## config.mk

```make
export PLATFORM = sky130hd
export DESIGN_NAME = lsu_bus_master
export DESIGN_NICKNAME = d
export VERILOG_FILES = /design/src/rtl/lsu_bus_master_pkg.sv /design/src/rtl/lsu_load_ext.sv /design/src/rtl/lsu_bus_master.sv
export SDC_FILE = /design/constraint.sdc
export NUM_CORES = 1
export LEC_CHECK = 0
export ABC_AREA = 1
export CAP_MARGIN = 20
export CORE_UTILIZATION = 45
export DETAILED_ROUTE_END_ITERATION = 10
export PLACE_DENSITY = 0.9
export SLEW_MARGIN = 30
export SYNTH_ARGS = -nofsm -noshare
export SYNTH_HDL_FRONTEND = slang
export SYNTH_SLANG_ARGS = --single-unit
```

## constraint.sdc

```tcl
create_clock -name clk -period 5.6 [get_ports clk]
set_input_delay 1.12 -clock clk [delete_from_list [all_inputs] [get_ports clk]]
set_output_delay 1.12 -clock clk [all_outputs]
set_load 0.02 [all_outputs]
```

## src/rtl/lsu_bus_master_pkg.sv

```systemverilog
// Shared definitions for the LSU bus master: size codes, funct3 codes,
// FSM state encoding and small decode helpers.
package lsu_bus_master_pkg;

   // Bus access size codes (bus_bhw)
   localparam logic [1:0] SL_BYTE = 2'b00;
   localparam logic [1:0] SL_HALF = 2'b01;
   localparam logic [1:0] SL_WORD = 2'b10;

   // RV32I load/store funct3 codes
   localparam logic [2:0] F3_LB  = 3'b000;
   localparam logic [2:0] F3_LH  = 3'b001;
   localparam logic [2:0] F3_LW  = 3'b010;
   localparam logic [2:0] F3_LBU = 3'b100;
   localparam logic [2:0] F3_LHU = 3'b101;
   localparam logic [2:0] F3_SB  = 3'b000;
   localparam logic [2:0] F3_SH  = 3'b001;
   localparam logic [2:0] F3_SW  = 3'b010;

   typedef enum logic [1:0] {
      StIdle   = 2'b00,
      StAccess = 2'b01,
      StResp   = 2'b10
   } lsu_state_e;

   // Number of bytes touched; 0 marks an undefined funct3
   function automatic logic [2:0] size_bytes(input logic [2:0] funct3);
      case (funct3)
         F3_LB, F3_LBU: size_bytes = 3'd1;
         F3_LH, F3_LHU: size_bytes = 3'd2;
         F3_LW:         size_bytes = 3'd4;
         default:       size_bytes = 3'd0;
      endcase
   endfunction

   function automatic logic [1:0] size_code(input logic [2:0] funct3);
      case (funct3)
         F3_LH, F3_LHU: size_code = SL_HALF;
         F3_LW:         size_code = SL_WORD;
         default:       size_code = SL_BYTE;
      endcase
   endfunction

   // Unsigned variants only exist for loads
   function automatic logic funct3_legal(input logic we, input logic [2:0] funct3);
      funct3_legal = (size_bytes(funct3) != 3'd0) && !(we && funct3[2]);
   endfunction

endpackage

```

## src/rtl/lsu_load_ext.sv

```systemverilog
// Combinational load-data extension selected by the RV32I funct3 code.
module lsu_load_ext
   import lsu_bus_master_pkg::*;
(
   input  logic [2:0]  funct3,
   input  logic [31:0] rdata,
   output logic [31:0] data
);

   // Sign/zero extend the low byte or half; words pass through
   always_comb begin
      data = '0;
      case (funct3)
         F3_LB:   data = {{24{rdata[7]}}, rdata[7:0]};
         F3_LBU:  data = {24'd0, rdata[7:0]};
         F3_LH:   data = {{16{rdata[15]}}, rdata[15:0]};
         F3_LHU:  data = {16'd0, rdata[15:0]};
         F3_LW:   data = rdata;
         default: data = '0;
      endcase
   end

endmodule

```

## src/rtl/lsu_bus_master.sv

```systemverilog
// Load/store initiator: one CPU request at a time, range-checked against the
// RAM window, one registered bus access, then a held response.
module lsu_bus_master
   import lsu_bus_master_pkg::*;
#(
   parameter logic [31:0] BASE_ADDR = 32'h1000_0000,
   parameter int unsigned WIN_BYTES = 256,
   parameter int unsigned BUS_AW    = 8
) (
   input  logic              clk,
   input  logic              reset,
   input  logic              req_valid,
   output logic              req_ready,
   input  logic              req_we,
   input  logic [2:0]        req_funct3,
   input  logic [31:0]       req_addr,
   input  logic [31:0]       req_wdata,
   output logic              rsp_valid,
   input  logic              rsp_ready,
   output logic [31:0]       rsp_rdata,
   output logic              rsp_err,
   output logic              bus_cs,
   output logic              bus_we,
   output logic [BUS_AW-1:0] bus_addr,
   output logic [1:0]        bus_bhw,
   output logic [31:0]       bus_wdata,
   input  logic [31:0]       bus_rdata
);

   lsu_state_e        state_q, state_d;
   logic [2:0]        funct3_q, funct3_d;
   logic              cs_q, cs_d;
   logic              we_q, we_d;
   logic [BUS_AW-1:0] addr_q, addr_d;
   logic [1:0]        bhw_q, bhw_d;
   logic [31:0]       wdata_q, wdata_d;
   logic [31:0]       rdata_q, rdata_d;
   logic              err_q, err_d;

   logic [31:0]       offset;
   logic [31:0]       last_ok;
   logic              req_legal;
   logic [31:0]       ext_data;

   lsu_load_ext u_load_ext (
      .funct3 (funct3_q),
      .rdata  (bus_rdata),
      .data   (ext_data)
   );

   // Range check: addresses below the base wrap to huge offsets and fail too
   always_comb begin
      offset    = req_addr - BASE_ADDR;
      last_ok   = WIN_BYTES - {29'd0, size_bytes(req_funct3)};
      req_legal = funct3_legal(req_we, req_funct3) && (offset <= last_ok);
   end

   // Next-state and registered-output computation
   always_comb begin
      state_d  = state_q;
      funct3_d = funct3_q;
      cs_d     = 1'b0;
      we_d     = 1'b0;
      addr_d   = '0;
      bhw_d    = '0;
      wdata_d  = '0;
      rdata_d  = rdata_q;
      err_d    = err_q;
      case (state_q)
         StIdle: begin
            if (req_valid) begin
               funct3_d = req_funct3;
               if (req_legal) begin
                  state_d = StAccess;
                  cs_d    = 1'b1;
                  we_d    = req_we;
                  addr_d  = offset[BUS_AW-1:0];
                  bhw_d   = size_code(req_funct3);
                  wdata_d = req_wdata;
               end else begin
                  state_d = StResp;
                  err_d   = 1'b1;
                  rdata_d = '0;
               end
            end
         end
         StAccess: begin
            state_d = StResp;
            err_d   = 1'b0;
            rdata_d = we_q ? 32'd0 : ext_data;
         end
         StResp: begin
            if (rsp_ready) begin
               state_d = StIdle;
               err_d   = 1'b0;
               rdata_d = '0;
            end
         end
         default: state_d = StIdle;
      endcase
   end

   // State and output registers; async reset also kills an in-flight access
   always_ff @(posedge clk or posedge reset) begin
      if (reset) begin
         state_q  <= StIdle;
         funct3_q <= '0;
         cs_q     <= 1'b0;
         we_q     <= 1'b0;
         addr_q   <= '0;
         bhw_q    <= '0;
         wdata_q  <= '0;
         rdata_q  <= '0;
         err_q    <= 1'b0;
      end else begin
         state_q  <= state_d;
         funct3_q <= funct3_d;
         cs_q     <= cs_d;
         we_q     <= we_d;
         addr_q   <= addr_d;
         bhw_q    <= bhw_d;
         wdata_q  <= wdata_d;
         rdata_q  <= rdata_d;
         err_q    <= err_d;
      end
   end

   assign req_ready = (state_q == StIdle);
   assign rsp_valid = (state_q == StResp);
   assign rsp_rdata = rdata_q;
   assign rsp_err   = err_q;
   assign bus_cs    = cs_q;
   assign bus_we    = we_q;
   assign bus_addr  = addr_q;
   assign bus_bhw   = bhw_q;
   assign bus_wdata = wdata_q;

endmodule
```

==> flow_summary.yaml <==
logic_synthesis:
  synth.top_cell.area_share_pct: 51.7
  synthTopCellsByCount: "nand2_1, inv_1, dfrtp_1"
  synth_top_area_cell: "dfrtp_1"
  yosysMostFrequentCell: "nand2_1"
  syn_area_um2: 3970
  syn_area_per_cell_um2: 8.37
  ys_types: 31
  synth_edf_count: 0
  ys.warnings.count: 0
  synthFlopType: "dfrtp_1"
  synth_area_leaders: "dfrtp_1, nand2_1, inv_1"
  syn_nets: 593
  synthArstFlopShare_pct: 100
  synth-seq-cells: 82
  syn_inst: 474
  ys_seq_area_share_pct: 51.7
sta:
  slew_violations: 0
  rsz0062_at_grt: "no"
  setup_viol: 0
  hold_viol: 0
  period_share_pct: 67.8
  worstMarginPinSlew_ps: 736
  fin_crit_ps: 3800
  hold_ws_ps: 477
  maxClockFrequency_mhz: 263
  maxSlewHeadroom_pct: 50.9
  clock_skew_ps: 11.6
  tns_ps: 0
clock_network:
  cts_buffers: 9
  cts.path.max_buffers: 2
  cts_sinks: 82
  h-tree-depth: 3
  clock-root-buffer: "clkbuf_8"
  tritoncts: "yes"
  path_clk_slew_ps: 90
  cts_resized: 0
  postCtsSetupBuffers: 0
  clk_latency_ps: 340
  ctsHoldBuffers: 0
cells_and_area:
  antenna_cells: 0
  syn2layout_area_growth_pct: 51.9
  final_nets: 770
  seq_area_um2: 2050
  multi_input_area_um2: 1480
  final_cells: 761
  fin_area_um2: 6030
  fill_cells: 653
  utilization_pct: 71.9
  layout-drive-gt1-share_pct: 4.73
critical_path:
  startpoint_type: "primary input"
  crit_path_end_kind: "flip-flop"
  cp_max_fo: 34
  worstPathRequired_ps: 5890
  worstPathArrival_ps: 4090
  crit_type: "primary input to flip-flop"
detailed_routing:
  routed_wl_mm: 10.5
  drt-met1-wl_mm: 4.13
  detail_route.iter0.violations: 203
  wl_met3_um: 807
  viasPerCell: 4.78
  antenna_left: 0
  drtPass1Iterations: 5
  detail_route.wl_per_cell_um: 13.7
  wl_met2_mm: 5.42
  vias: 3634
  highest_layer: "met4"
  remaining_drc_errors: 0
place:
  placed_cell_area_um2: 5820
  hpwl_mm: 7.90
  numPortBuffers: 182
  place.gp.congestion: 0.827
  placed_cells: 745
die:
  rows: 33
  die_h_um: 95.9
  io_pins: 183
  start_util_pct: 47.3
  dieArea_um2: 9200
  die_w_um: 95.9
  core_area_um2: 8380
global_routing:
  grt_pass1_vias: 3569
  grt_max_degree: 83
  track_usage_pct: 23.1
  overflow: 0
  grt_pass1_wl_mm: 16.2
  antenna_found_initial: 0
min_path:
  min_path_type: "flip-flop to flip-flop"
power:
  power_density_nw_per_um2: 246
  p_leak_uw: 0.00305
  ir_drop_uv: 186
run_status:
  outcome: "complete, no violations"
job:
  cap_violations: 0
==> power breakdown <==
group,internal [uW],switching [uW]
Clock,213,225
Sequential,609,21.6
Combinational,162,254
Total,983,500
==> logic make-up after synthesis <==
family          count (synthesis)  share of synthesized area, %
fa+ha+maj                      15                          4.73
flops                          82                          51.7
buf+inv                       104                          11.3
compound gates                 36                          5.05
simple gates                  237                          27.2
==> critical path, stage by stage <==
cell,delay [ps]
clkdlybuf4s50_1,440
nor2_1,170
inv_1,70
ha_1,200
ha_1,280
inv_1,40
ha_1,260
nand2_1,50
inv_1,80
nand3_1,70
nor2_1,110
nand2_1,80
nand2_2,130
nand3_4,330
nand2_4,440
nand2_1,130
nand2_1,80
==> cell type report <==
class	instances	area share (%)
Clock buffer	10	2.12
Tap cell	105	2.18
Timing Repair Buffer	184	30.5
Inverter	86	5.38
Clock inverter	6	1.23
Multi-Input combinational cell	288	24.5
Sequential cell	82	34.1
==> metrics by stage <==
| stage | setup WS, ps | total power, uW |
|---|---|---|
| after floorplan | 2370 | 924 |
| after global placement | 1670 | 1030 |
| final | 1800 | 1480 |
| after global routing | 1580 | 1570 |
| after CTS | 1830 | 1490 |
| after detailed placement | 1500 | 1050 |
==> state kept, by name (all words and copies together), names as in the netlist <==
| name | cells |
|---|---|
| rsp_rdata | 32 |
| bus_cs | 1 |
| bus_we | 1 |
| bus_addr | 8 |
| funct3_q | 3 |
| bus_wdata | 32 |
| rsp_err | 1 |
| bus_bhw | 2 |
| state_q | 2 |
==> final timing paths <==
kind	start	end	slack [ps]	cells after the start
worst max-delay path	req_funct3[0]	rsp_rdata[16]	1800	17
min in group asynchronous	reset	bus_bhw[1]	1300	3
max in group asynchronous	reset	rsp_rdata[23]	3810	3
worst max register to register	state_q[1]	rsp_rdata[16]	3180	9
worst min-delay path	rsp_rdata[12]	rsp_rdata[12]	480	2
worst min register to register	rsp_rdata[12]	rsp_rdata[12]	480	2
==> cells in the final DEF (no fill, tap or decap), types with 2 or more instances in the layout <==
cell type / Yosys / final
clkdlybuf4s50_1: 0 / 182
nand2_1: 115 / 115
o21ai_0: 18 / 18
inv_1: 84 / 83
nand3b_1: 24 / 24
o21ai_1: 3 / 3
nor2_2: 2 / 2
clkinvlp_4: 0 / 2
clkbuf_8: 0 / 9
a21oi_1: 12 / 12
dfrtp_1: 82 / 82
inv_6: 0 / 2
nand2_2: 2 / 2
ha_1: 15 / 15
nor2_1: 69 / 69
nor3_1: 2 / 2
nand3_1: 15 / 15
==> metal layers <==
layer	up-vias	GRT usage (%)
met3	10	6.64
met5	-	0
met4	0	5.97
met1	1698	27.7
met2	146	40.8
li1	1780	-
Note: power is estimated with default switching activity, not from simulation.
